### config.mk
export PLATFORM = sky130hd
export DESIGN_NAME = enum_mode_scheduler
export DESIGN_NICKNAME = d
export VERILOG_FILES = /design/src/rtl/enum_mode_scheduler.sv
export SDC_FILE = /design/constraint.sdc
export NUM_CORES = 1
export LEC_CHECK = 0
export CAP_MARGIN = 20
export CORE_MARGIN = 10
export CORE_UTILIZATION = 47
export DETAILED_ROUTE_END_ITERATION = 7
export PLACE_DENSITY = 0.78
export SETUP_SLACK_MARGIN = 0.2
export SLEW_MARGIN = 15
export SYNTH_ARGS = -nofsm -noshare
export SYNTH_HDL_FRONTEND = slang
export SYNTH_SLANG_ARGS = --single-unit
### constraint.sdc
create_clock -name clk -period 2.2 [get_ports clk]
set_clock_uncertainty 0.05 [all_clocks]
set_input_delay 0.33 -clock clk [delete_from_list [all_inputs] [get_ports clk]]
set_output_delay 0.33 -clock clk [all_outputs]
set_load 0.1 [all_outputs]
### src/rtl/enum_mode_scheduler.sv
// Round-robin arbiter that serialises requests to change one shared enum-typed mode.
// Each accepted change is sequenced through grant, settle, optional flush and done.

package sched_pkg;
    typedef enum logic [1:0] {
        MODE_IDLE  = 2'b00,
        MODE_RUN   = 2'b01,
        MODE_HOLD  = 2'b10,
        MODE_FLUSH = 2'b11
    } mode_t;

    typedef enum logic [2:0] {
        ST_IDLE   = 3'b000,
        ST_GRANT  = 3'b001,
        ST_SETTLE = 3'b010,
        ST_FLUSH  = 3'b011,
        ST_DONE   = 3'b100
    } sched_state_t;
endpackage

module enum_mode_scheduler
    import sched_pkg::*;
#(
    parameter int unsigned N_REQ         = 4,
    parameter int unsigned SETTLE_CYCLES = 3
) (
    input  logic                       clk,
    input  logic                       rst,
    input  logic [N_REQ-1:0]           req_valid,
    input  logic [2*N_REQ-1:0]         req_mode,
    output logic [N_REQ-1:0]           req_ready,
    output logic [$clog2(N_REQ)-1:0]   grant_id,
    output mode_t                      cur_mode,
    output sched_state_t               state_o,
    output logic                       busy,
    output logic                       done
);

    localparam int unsigned IdxW = $clog2(N_REQ);
    localparam int unsigned CntW = (SETTLE_CYCLES > 1) ? $clog2(SETTLE_CYCLES) : 1;
    localparam logic [CntW-1:0] CntLoad = CntW'(SETTLE_CYCLES - 1);
    localparam logic [IdxW-1:0] LastIdx = IdxW'(N_REQ - 1);

    sched_state_t      state_q, state_d;
    mode_t             cur_mode_q, cur_mode_d;
    mode_t             pend_mode_q, pend_mode_d;
    logic [IdxW-1:0]   grant_id_q, grant_id_d;
    logic [IdxW-1:0]   last_grant_q, last_grant_d;
    logic [CntW-1:0]   cnt_q, cnt_d;
    logic [N_REQ-1:0]  req_ready_q, req_ready_d;

    mode_t             req_mode_arr [N_REQ];
    logic              win_found;
    logic [IdxW-1:0]   win_idx;
    logic [IdxW-1:0]   cand;

    for (genvar i = 0; i < N_REQ; i++) begin : g_mode_unpack
        assign req_mode_arr[i] = mode_t'(req_mode[2*i +: 2]);
    end

    // Search starts one past the previous winner so every requester gets a turn.
    always_comb begin
        win_found = 1'b0;
        win_idx   = '0;
        cand      = '0;
        for (int unsigned k = 1; k <= N_REQ; k++) begin
            cand = IdxW'((32'(last_grant_q) + k) % N_REQ);
            if (!win_found && req_valid[cand]) begin
                win_found = 1'b1;
                win_idx   = cand;
            end
        end
    end

    always_comb begin
        state_d      = state_q;
        cur_mode_d   = cur_mode_q;
        pend_mode_d  = pend_mode_q;
        grant_id_d   = grant_id_q;
        last_grant_d = last_grant_q;
        cnt_d        = cnt_q;
        req_ready_d  = '0;

        unique case (state_q)
            ST_IDLE: begin
                if (win_found) begin
                    grant_id_d  = win_idx;
                    pend_mode_d = req_mode_arr[win_idx];
                    req_ready_d = N_REQ'(1) << win_idx;
                    state_d     = ST_GRANT;
                end
            end
            ST_GRANT: begin
                if (pend_mode_q == cur_mode_q) begin
                    state_d = ST_DONE;
                end else begin
                    cnt_d   = CntLoad;
                    state_d = ST_SETTLE;
                end
            end
            ST_SETTLE: begin
                if (cnt_q == '0) begin
                    cur_mode_d = pend_mode_q;
                    state_d    = (pend_mode_q == MODE_FLUSH) ? ST_FLUSH : ST_DONE;
                end else begin
                    cnt_d = cnt_q - 1'b1;
                end
            end
            ST_FLUSH: begin
                // Flush is transient: the mode falls back to idle once it has been visible.
                cur_mode_d = MODE_IDLE;
                state_d    = ST_DONE;
            end
            ST_DONE: begin
                last_grant_d = grant_id_q;
                state_d      = ST_IDLE;
            end
            default: begin
                state_d = ST_IDLE;
            end
        endcase
    end

    always_ff @(posedge clk or posedge rst) begin
        if (rst) begin
            state_q      <= ST_IDLE;
            cur_mode_q   <= MODE_IDLE;
            pend_mode_q  <= MODE_IDLE;
            grant_id_q   <= '0;
            last_grant_q <= LastIdx;
            cnt_q        <= '0;
            req_ready_q  <= '0;
        end else begin
            state_q      <= state_d;
            cur_mode_q   <= cur_mode_d;
            pend_mode_q  <= pend_mode_d;
            grant_id_q   <= grant_id_d;
            last_grant_q <= last_grant_d;
            cnt_q        <= cnt_d;
            req_ready_q  <= req_ready_d;
        end
    end

    assign req_ready = req_ready_q;
    assign grant_id  = grant_id_q;
    assign cur_mode  = cur_mode_q;
    assign state_o   = state_q;
    assign busy      = (state_q != ST_IDLE);
    assign done      = (state_q == ST_DONE);

endmodule

# [Yosys cells after proc, flatten, opt, wreduce, memory -nomap -nowiden]
# Index checks and enable logic that the tools add are counted.
[word_totals] reg_bits=17
[classes] addsub=5 magnitude_cmp=5 n_eq_ne=10 shifts=1 mux=31 bitwise_logic=1 reduce_logical=15
[op_table] op="two-way mux 2 bit" count=9
[op_table] op="less-than comparator 2 x 3 -> 1 bit, second input constant" count=4
[op_table] op="two-way mux 3 bit" count=4
[op_table] op="case mux 3 bit (4 select lines)" count=1
[op_table] op="binary-select mux 1 bit (select 2 bit)" count=4
[op_table] op="two-way mux 1 bit" count=8
[op_table] op="two-way mux 4 bit" count=2
[op_table] op="!= test 2 bit, second input constant" count=4
[op_table] op="case mux 2 bit (2 select lines)" count=2
[op_table] op="== test 3 x 2 -> 1 bit, second input constant" count=2
[op_table] op="AND reduction 2 bit" count=3
[op_table] op="adder 2 x 1 -> 2 bit, second input constant" count=2
[op_table] op="adder 2 bit, second input constant" count=2
[op_table] op="binary-select mux 2 bit (select 2 bit)" count=1
[op_table] op="nonzero test 2 bit" count=2
[op_table] op="<< shifter 1 x 2 -> 4 bit, first input constant" count=1
[op_table] op="== test 3 x 1 -> 1 bit, second input constant" count=1
[op_table] op="== test 3 bit, second input constant" count=1
[op_table] op=">= comparator 3 bit, second input constant" count=1
[op_table] op="logical AND 1 bit" count=3
[op_table] op="zero test 1 bit" count=3
[op_table] op="zero test 3 bit" count=1
[op_table] op="NOT 2 -> 3 bit" count=1
[op_table] op="AND reduction 3 bit" count=1
[op_table] op="5 further kinds" count=5

# [Longest topological paths before layout]
[depth] depth_word=17 ltp_mapped=6 ltp_nobuf=6

# [Worst setup path after synthesis]
# OpenSTA, ideal clock, no wires.
[synth_path] kind="register -> register" start="register state_q[2], in the netlist state_o[2]" end="register last_grant_q[1]" setup_ns=0.083 t_arrival_ns=4.089 required_ns=2.067 slack_ns=-2.022 stages_incl_launch_ff=4 synth_period_minus_slack_ns=4.222 cell_sequence="dfrtp_1 > buf_2 > nor3b_1 > mux2_2"
[synth_via] elab_chain_len=1
[synth_rtl] item="from (decl)" line="44" source="sched_state_t state_q, state_d;"
[synth_rtl] item="from (signal assigned)" line="134" source="state_q <= state_d;"
[synth_rtl] item="== test 3 bit"
[synth_rtl] item="named net done" line="36" source="output logic done"
[synth_rtl] item="to (signal assigned)" line="130" source="last_grant_q <= LastIdx;"
[synth_rtl] item="to (signal assigned)" line="138" source="last_grant_q <= last_grant_d;"
[synth_rtl] item="to (decl)" line="48" source="logic [IdxW-1:0] last_grant_q, last_grant_d;"
# The timed path passes the listed nets, and every way through them passes these cells.
# A chain may end at the register's enable or synchronous reset.

# [Worst setup path after layout]
[layout_path] start="register state_q[1], in the netlist state_o[1]" end="output busy"
[layout_via] elab_chain_len=1
[layout_rtl] item="nonzero test 3 bit" line="148" source="assign busy = (state_q != ST_IDLE);"
[layout_rtl] item="to (decl)" line="35" source="output logic busy,"
# No other way between the ends.

==> flow_summary_export.csv <==
group,metric,value,unit
logic_synthesis,synth_fp_nets,114,
routing,wire_per_inst,14.9,um
logic_synthesis,synthCells,99,
cells_and_area,most-common-layout-cells,"clkdlybuf4s50_1 (13), dfrtp_1 (12), buf_4 (11), nor2_1 (9), o21ai_0 (7)",
logic_synthesis,synthSimpleGateAreaFrac,0.233,
global_route,grt_pass1_vias,792,
routing,via_count,819,
global_route,number_of_antenna_violations_at_the_first_check_in_global_routing,0,
setup_path,worst_ep_required_time,1.82,ns
routing,detail_route.vias_per_cell,5.35,
logic_synthesis,post_synthesis_share_of_cell_area_spent_on_xor_and_xnor_gates,0.0174,
clock_tree,clock_tree.buffer_depth,2,
logic_synthesis,synthDominantAreaCellType,"dfrtp_1",
floorplanning,dieWidth,66.3,um
setup_path,cp_capture_type,"output port",
clock_tree,clock-sinks,17,
logic_synthesis,yosys-top-cells-area,"dfrtp_1 (37%), dfstp_2 (5.2%), o21ai_0 (3.5%), nor2_1 (3.4%), a31oi_1 (3.1%)",
logic_synthesis,synth_seq_area_share,0.425,
setup_path,worst-r2r-setup-slack,0.42,ns
sta,timing_max_transition_violations_final,0,
clock_tree,ctsHoldBuffers,0,
clock_tree,clock_transition_at_path_regs,0.11,ns
job,count_of_maximum_capacitance_violations,0,
setup_path,crit_arrival,1.47,ns
floorplanning,die_height,66.3,um
placement,io_buffers,26,
placement,count_of_placed_standard_cells_including_taps,149,
setup_path,worst_r2r_path_depth,5,
global_route,grt_pass1_wl,3790,um
sta,layout_worst_path_cycle_share,0.843,
clock_tree,clock_latency,0.29,ns
logic_synthesis,area_share_of_the_largest_cell_type_after_synthesis,0.373,
logic_synthesis,synthDistinctLibCells,41,
logic_synthesis,post_synth.cell_area_avg,10.2,um2
logic_synthesis,main_combinational_cell_family_by_area_after_synthesis,"simple AND/OR/NAND/NOR gates",
sta,fmax,0.539,GHz
cells_and_area,diodes,0,
routing,first_pass_iters,5,
placement,placement.cell_area,1290,um2
placement,dpl_worst_slack,0.170,ns
setup_path,regToRegStartpoint,"last_grant_q[1]$_DFFE_PP1P_",
sta,rsz0062_at_grt,"no",
routing,ant_nets,0,
logic_synthesis,synth_top_flop_cell,"dfrtp_1",
worst_hold_path,tightest_hold_check_type,"input port to async pin",
routing,first_iter_violations,53,
cells_and_area,layout-drive-gt1-share,0.317,
setup_path,setup.worst_path.class,"flop to output port",
clock_tree,ctsResizeCount,0,
sta,timing_worst_slew_pin_value,0.637,ns
setup_path,max_fo_critical_path,11,
placement,detailed_place_hpwl,1780,um
sta,final_tns_setup,0,ns
clock_tree,post_cts.repair.setup_buffers,0,
clock_tree,h_tree_levels,1,
logic_synthesis,synthesis.area,1010,um2
sta,report.final.setup_viol,0,
floorplanning,placement_rows,16,
routing,dr_drc_count,0,
cells_and_area,area.growth.synth_to_final,31.5,%
sta,max_slew_margin,0.575,
cells_and_area,final_design_area_no_fill,1320,um2
logic_synthesis,synth_async_sr_flop_share,1.00,
logic_synthesis,ys.warnings.count,0,
floorplanning,initial_utilization,0.503,
clock_tree,cts_tree,"built",
global_route,global_route.overflow_total,0,
logic_synthesis,yosys-mux-area-fraction,0.0460,
sta,period_needed,1.85,ns
logic_synthesis,synth-seq-cells,17,
global_route,grt.total_usage,0.110,
cells_and_area,mostFrequentLayoutCell,"clkdlybuf4s50_1",
status,outcome,"finished clean",
logic_synthesis,synth_compound_area_frac,0.230,
setup_path,crit-reg2reg-capture,"pend_mode_q[0]$_DFFE_PP0P_",
logic_synthesis,yosys.area_share.adder,0.0124,
sta,hold_viol,0,
cells_and_area,nets,142,
logic_synthesis,synth_edf_count,0,
floorplanning,dieArea,4390,um2
routing,routed_wl,2290,um
sta,finalWorstSetupSlack,0.346,ns
cells_and_area,finalNonFillerCells,153,
setup_path,worstSetupStartpointType,"flop",
clock_tree,root_buffer,"clkbuf_4",
clock_tree,clock_buffers_created_by_tritoncts,3,
placement,final_wtd_congestion,0.776,
floorplanning,ios,27,
global_route,largest_net_degree_at_the_start_of_global_routing,18,
floorplanning,design.core.area,2000,um2
==> worst max path at each step <==
stage,start,endpoint,cells after the start,slack (ns)
2_1_floorplan,state_o[1]$_DFFE_PP0P_,last_grant_q[1]$_DFFE_PP1P_,3,0.007
3_3_place_gp,req_valid[0],pend_mode_q[0]$_DFFE_PP0P_,6,0.25
3_5_place_dp,req_valid[0],pend_mode_q[0]$_DFFE_PP0P_,6,0.17
4_1_cts,state_o[1]$_DFFE_PP0P_,busy,2,0.33
5_1_grt,state_o[1]$_DFFE_PP0P_,busy,2,0.30
6_report,state_o[1]$_DFFE_PP0P_,busy,2,0.35
==> metal layers <==
metal,track usage,wire (um),vias to the layer above
met1,0.134,1010,386
met5,0,0,-
li1,-,-,408
met3,0.0508,136,2
met4,0.0236,17,0
met2,0.173,1120,23
==> state kept, by name (all words and copies together) (netlist names) <==
| register | count |
|---|---|
| grant_id | 2 |
| cur_mode | 2 |
| state_o | 3 |
| last_grant_q | 2 |
| cnt_q | 2 |
| req_ready | 4 |
| pend_mode_q | 2 |
==> cells in the mapped netlist (all sizes together), types with 2 or more instances <==
cell type and instances:
a21o 4, a21oi 7, a31oi 5, buf 3
dfrtp 15, dfstp 2, inv 4, mux2 2
mux2i 2, nand2 6, nand2b 5, nand3 2
nor2 10, nor2b 5, nor3 2, o211ai 2
o21ai 7, xnor2 2
==> stage by stage <==
stage | utilization | hold WS, ns
4_1_cts | 0.661 | 0.384
6_report | 0.661 | 0.360
5_1_grt | 0.661 | 0.408
3_3_place_gp | 0.647 | 0.443
3_5_place_dp | 0.647 | 0.449
2_1_floorplan | - | 0.205
==> kinds of logic after synthesis <==
| group | count (synthesis) |
|---|---|
| simple gates | 35 |
| compound gates | 33 |
| flops | 17 |
| buf+inv | 7 |
| mux | 4 |
| xor+xnor | 2 |
| fa+ha+maj | 1 |
==> layout make-up <==
cell class                 instances  area, um2
clock buffer                       3       22.5
clock inverter                     1       5.00
fill                             161        679
inverter                           4       15.0
multi-input combinational         75        557
sequential                        17        437
tap                               27       33.8
timing repair buffer              26        253
==> worst max-delay path, stage by stage, from the launching register on <==
cell     delay, ns
dfrtp_4       0.55
or3_4         0.45
buf_12        0.19
Power is not shown: default switching activity piles up to over one toggle a cycle in this logic, so the estimate is an artifact.
